--- config.mk ---
export PLATFORM = sky130hd
export DESIGN_NAME = count_sequencer
export DESIGN_NICKNAME = d
export VERILOG_FILES = /design/src/rtl/count_seq_pkg.sv /design/src/rtl/count_sequencer_rise_detect.sv /design/src/rtl/count_sequencer.sv
export SDC_FILE = /design/constraint.sdc
export NUM_CORES = 1
export LEC_CHECK = 0
export ABC_AREA = 1
export CAP_MARGIN = 0
export CORE_UTILIZATION = 40
export CTS_BUF_LIST = sky130_fd_sc_hd__clkbuf_2
export DETAILED_ROUTE_END_ITERATION = 8
export PLACE_DENSITY = 0.7
export SLEW_MARGIN = 40
export SYNTH_ARGS = -nofsm -noshare
export SYNTH_HDL_FRONTEND = slang
export SYNTH_SLANG_ARGS = --single-unit
export TNS_END_PERCENT = 50
--- constraint.sdc ---
create_clock -name clock -period 3.5 [get_ports clock]
set_clock_uncertainty 0.2 [all_clocks]
set_input_delay 0.7 -clock clock [delete_from_list [all_inputs] [get_ports clock]]
set_output_delay 0.7 -clock clock [all_outputs]
set_load 0.02 [all_outputs]
--- src/rtl/count_seq_pkg.sv ---
// Shared types and defaults for the count sequencer.
// Optional build macro: COUNT_SEQ_LIMIT_STOP_EN.
package count_seq_pkg;

    typedef enum logic {
        IDLE = 1'b0,
        RUN  = 1'b1
    } state_e;

    localparam int COUNT_W       = 4;
    localparam int DEF_PRESCALE  = 4;
    localparam int DEF_MAX_COUNT = 9;

    function automatic logic [COUNT_W-1:0] next_count(
        input logic [COUNT_W-1:0] cur,
        input logic               dn,
        input logic [COUNT_W-1:0] maxc
    );
        logic [COUNT_W-1:0] res;
        if (dn) res = (cur == '0) ? maxc : cur - 1'b1;
        else    res = (cur == maxc) ? '0 : cur + 1'b1;
        return res;
    endfunction

endpackage

--- src/rtl/count_sequencer_rise_detect.sv ---
// Rising-edge detector: one previous-sample flop plus AND.
// Reset value of the flop is a parameter so held inputs give no edge.
module rise_detect #(
    parameter logic RST_VAL = 1'b1
) (
    input  logic clock,
    input  logic reset,
    input  logic in_i,
    output logic rise_o
);

    logic prev_q;

    always_ff @(posedge clock) begin
        if (reset) prev_q <= RST_VAL;
        else       prev_q <= in_i;
    end

    assign rise_o = in_i & ~prev_q;

endmodule

--- src/rtl/count_sequencer.sv ---
// Button-to-pulse sequencer for the 4-bit up/down display counter.
// Optional build macro: COUNT_SEQ_LIMIT_STOP_EN (stop RUN at the limit).
module count_sequencer
    import count_seq_pkg::*;
#(
    parameter int PRESCALE  = DEF_PRESCALE,
    parameter int MAX_COUNT = DEF_MAX_COUNT
) (
    input  logic               clock,
    input  logic               reset,
    input  logic               start,
    input  logic               stop,
    input  logic               step,
    input  logic               down,
    output logic               step_en,
    output logic               step_down,
    output logic [COUNT_W-1:0] count,
    output logic               terminal,
    output logic               running
);

    localparam logic [COUNT_W-1:0] MAX_C    = COUNT_W'(MAX_COUNT);
    localparam logic [COUNT_W-1:0] ZERO_C   = '0;
    localparam logic [7:0]         PRE_LAST = 8'(PRESCALE - 1);

    state_e             state_q;
    logic [7:0]         presc_q;
    logic [COUNT_W-1:0] count_q;
    logic [COUNT_W-1:0] count_d;
    logic               step_en_q;
    logic               step_down_q;
    logic               running_q;
    logic               start_rise;
    logic               stop_rise;
    logic               step_rise;
    logic               limit_hit;

    rise_detect #(.RST_VAL(1'b1)) u_start (
        .clock(clock), .reset(reset), .in_i(start), .rise_o(start_rise)
    );
    rise_detect #(.RST_VAL(1'b1)) u_stop (
        .clock(clock), .reset(reset), .in_i(stop), .rise_o(stop_rise)
    );
    rise_detect #(.RST_VAL(1'b1)) u_step (
        .clock(clock), .reset(reset), .in_i(step), .rise_o(step_rise)
    );

    always_comb begin
        count_d   = next_count(count_q, step_down_q, MAX_C);
        limit_hit = step_en_q &&
                    (count_d == (step_down_q ? ZERO_C : MAX_C));
    end

    always_ff @(posedge clock) begin
        if (reset) begin
            state_q     <= IDLE;
            presc_q     <= '0;
            count_q     <= '0;
            step_en_q   <= 1'b0;
            step_down_q <= 1'b0;
            running_q   <= 1'b0;
        end else begin
            if (step_en_q) count_q <= count_d;
            step_en_q <= 1'b0;
            case (state_q)
                IDLE: begin
                    // stop beats start beats step on a shared edge
                    if (!stop_rise && start_rise) begin
                        state_q   <= RUN;
                        presc_q   <= '0;
                        running_q <= 1'b1;
                    end else if (!stop_rise && step_rise) begin
                        step_en_q   <= 1'b1;
                        step_down_q <= down;
                    end
                end
                RUN: begin
                    if (stop_rise) begin
                        state_q   <= IDLE;
                        running_q <= 1'b0;
                    end
`ifdef COUNT_SEQ_LIMIT_STOP_EN
                    else if (limit_hit) begin
                        state_q   <= IDLE;
                        running_q <= 1'b0;
                    end
`endif
                    else if (presc_q == PRE_LAST) begin
                        presc_q     <= '0;
                        step_en_q   <= 1'b1;
                        step_down_q <= down;
                    end else begin
                        presc_q <= presc_q + 8'd1;
                    end
                end
                default: state_q <= IDLE;
            endcase
        end
    end

    assign step_en   = step_en_q;
    assign step_down = step_down_q;
    assign count     = count_q;
    assign running   = running_q;
    assign terminal  = down ? (count_q == ZERO_C) : (count_q == MAX_C);

endmodule

==> Flow_metrics.wiki <==
{| class="wikitable"
! Metric !! Value
|-
| Status || completed
|-
| Post-DR wirelength/cell || 9.65 um
|-
| Placed cell area || 0.00114 mm^2
|-
| Post-synthesis instance total || 147
|-
| Hold Crit Class || register to register
|-
| Area growth from synthesis to final layout || 18.6%
|-
| Number of setup buffers added after CTS || 0
|-
| H-tree levels || 1
|-
| Largest family of logic cells by synthesized area || simple AND/OR/NAND/NOR gates
|-
| Number of filler cells placed in the layout || 245
|-
| Cell variety after synth || 22
|-
| Sequential standard cell area || 380 um^2
|-
| Area occupied by multi-input gates || 495 um^2
|-
| Final antenna diode count || 0
|-
| DRC Markers || 0
|-
| Adder-cell share of the synthesized area || 1.28%
|-
| Static Leak || 0.494 nW
|-
| Count of input and output buffers || 13
|-
| Pin count of the biggest net entering global routing || 12
|-
| Register with the most flip-flops || presc_q
|-
| Startpoint of the worst register-to-register path || presc_q[0]
|-
| Average vias per placed instance || 4.88
|-
| Timing startpoint of the critical path || down
|-
| Critical path launch point type || input pin
|-
| Yosys synthesis warning count || 0
|-
| Slew at the pin with the worst max-slew slack || 379 ps
|-
| Type of element capturing the critical path || output pin
|-
| Floorplan die area || 0.00264 mm^2
|-
| Register bit total from synthesis || 19
|-
| Maximum clock insertion buffer count || 2
|-
| Buffer type at the clock tree root || clkbuf_2
|-
| Finish-stage setup viols || 0
|-
| Hold_ws || 294 ps
|-
| Routed WL || 1840 um
|-
| Final worst-path setup slack || 577 ps
|-
| All-Layer GR Usage || 15.7%
|-
| Count of nets after finishing || 171
|-
| Part of the Yosys area used for sequential elements || 38.9%
|-
| Number of antenna violations at the first check in global routing || 0
|-
| Unrepaired setup endpoints after global routing || no
|-
| Setup Total Neg Slack || 0 ps
|-
| Clock network latency to the later pin of the worst-skew pair || 310 ps
|-
| Combined area of all synthesized cells || 977 um^2
|-
| Clock tree from TritonCTS || yes
|-
| Proportion of layout cells with a drive suffix above 1 || 10.4%
|-
| Mux share of post-synthesis cell area || 0%
|-
| CTS Buf Count || 3
|-
| Share of the synthesized area in compound gates (AO/OA/AOI/OAI) || 9.09%
|-
| Core Box Area || 0.00225 mm^2
|-
| Wire length of the first global-routing pass || 3120 um
|-
| R2R cell count || 8
|-
| Number of hold-slack violations in the final timing report || 0
|-
| Number of top-level design ports || 14
|-
| HPWL after detailed placement || 1450 um
|-
| Number of vias after detailed routing || 932
|-
| Worst R2R Setup Slack || 1950 ps
|-
| Number of violations of the max-capacitance limit || 0
|-
| Maximum VDD drop || 0.237 mV
|-
| Max Freq || 342 MHz
|-
| Via count of the first global-routing pass || 787
|-
| Tmin final || 2920 ps
|-
| Worst setup path class || input pin to output pin
|-
| Power Dens Cells || 327 mW/mm^2
|-
| Initial standard-cell utilization of the core || 43.3%
|-
| Width of the chip || 51.4 um
|-
| CP required || 2600 ps
|-
| Post-Layout Inst Area || 0.00116 mm^2
|-
| Clk sinks || 19
|-
| Synthesized Nets || 154
|-
| Max transition margin || 74.6%
|-
| Number of antenna-violating nets in the routed design || 0
|-
| Avg Synthesized Cell Area || 6.65 um^2
|-
| Worst-path maximum fanout || 3
|-
| Post-placement setup slack || 579 ps
|-
| Resized cells post-CTS || 0
|-
| Capture point of the worst path || terminal
|-
| Basic-gate share of the synthesized area counting and, or, nand and nor cells || 36.7%
|-
| CTS clock-pin slew for the worst setup and hold paths || 170 ps
|-
| Arr. time, crit path || 2020 ps
|-
| Overall overflow remaining after global route || 0
|-
| Max FFs per register || 8
|-
| Hold Buf Count CTS || 0
|-
| Fin crit share || 83.5%
|-
| Number of search-and-repair iterations in the first detailed-routing pass || 4
|-
| Routability congestion estimate from global placement || 0.813
|-
| Post-Synth XOR/XNOR Area || 3.59%
|-
| Number of slew-limit violations in the final report || 0
|-
| Vertical extent of the die || 51.4 um
|-
| Reg-to-Reg End || presc_q[2]
|-
| Std-Cell Rows || 17
|-
| Iteration-0 DRC count of the detailed router || 9
|}
layer usage:
metal  up-vias  global-route usage, %  share of wire (%)
li1        492                      -                  -
met1       421                   18.6                 46
met2        17                   26.8                 49
met3         2                   5.36                4.2
met4         0                   4.05               0.60
met5         -                      0                  0
area by class of cell:
cell class | count | share of cell area (%)
Inverter | 26 | 8.42
Sequential cell | 19 | 32.8
Clock buffer | 4 | 1.73
Multi-Input combinational cell | 101 | 42.8
Tap cell | 28 | 3.02
Timing Repair Buffer | 13 | 11.2
cells in the final DEF (no fill, tap or decap):
cell type	count
a21oi_1	11
nor2_2	2
o21ai_1	1
nand2_4	1
a211oi_1	1
inv_1	23
clkdlybuf4s50_1	13
nand3_1	14
nand2_2	4
ha_1	1
xnor2_1	1
o211ai_1	1
xor2_1	3
nand2_1	35
dfxtp_1	19
nand4_1	4
clkbuf_2	4
or2_2	1
o21ai_2	1
o21ai_0	1
nor2_1	18
nor3_2	1
inv_2	3
power breakdown:
group	switching, W	total, W	internal, W
sequential	0.00000569	0.000229	0.000223
combinational	0.0000292	0.0000514	0.0000222
clock	0.0000682	0.0000985	0.0000303
synth_stat cells:
cell | n | area share [%]
nand2_1 | 35 | 13
inv_1 | 23 | 8.8
dfxtp_1 | 19 | 39
nor2_1 | 18 | 6.9
nand3_1 | 14 | 7.2
a21oi_1 | 11 | 5.6
nand2_2 | 4 | 2.6
nand4_1 | 4 | 2.6
inv_2 | 3 | 1.2
xor2_1 | 3 | 2.7
nor2_2 | 2 | 1.3
a211oi_1 | 1 | 0.77
clkbuf_1 | 1 | 0.38
ha_1 | 1 | 1.3
nand2_4 | 1 | 1.2
nor3_2 | 1 | 1.0
o211ai_1 | 1 | 0.77
o21ai_0 | 1 | 0.51
o21ai_1 | 1 | 0.51
o21ai_2 | 1 | 0.90
or2_2 | 1 | 0.64
xnor2_1 | 1 | 0.90
critical path, stage by stage:
cell	delay [ps]
clkdlybuf4s50_1	520
nor2_1	60
a21oi_1	120
clkdlybuf4s50_1	620
worst min path at each step:
stage	start	end	slack, ps	depth (start not counted)
finish	running	running	290	2
global route	running	running	320	2
CTS	running	running	290	2
detailed placement	running	running	270	2
global placement	running	running	260	2
floorplan	presc_q[1]	presc_q[1]	260	2
cells by family (layout without fill, tap and decap cells):
group / count (synthesis) / in the layout
AO/OA/AOI/OAI: 16 / 16
XOR/XNOR: 4 / 4
adder cells (fa/ha/maj): 1 / 1
buffers and inverters: 27 / 43
flip-flops: 19 / 19
AND/OR/NAND/NOR: 80 / 80
metrics by stage:
step	cells	power, W	util, %
final	191	0.000379	51.4
after floorplan	147	0.000265	-
after global placement	187	0.000284	50.5
after global routing	191	0.000399	51.4
after CTS	191	0.000383	51.4
after detailed placement	187	0.000285	50.5
(Power assumes the default switching activity.)
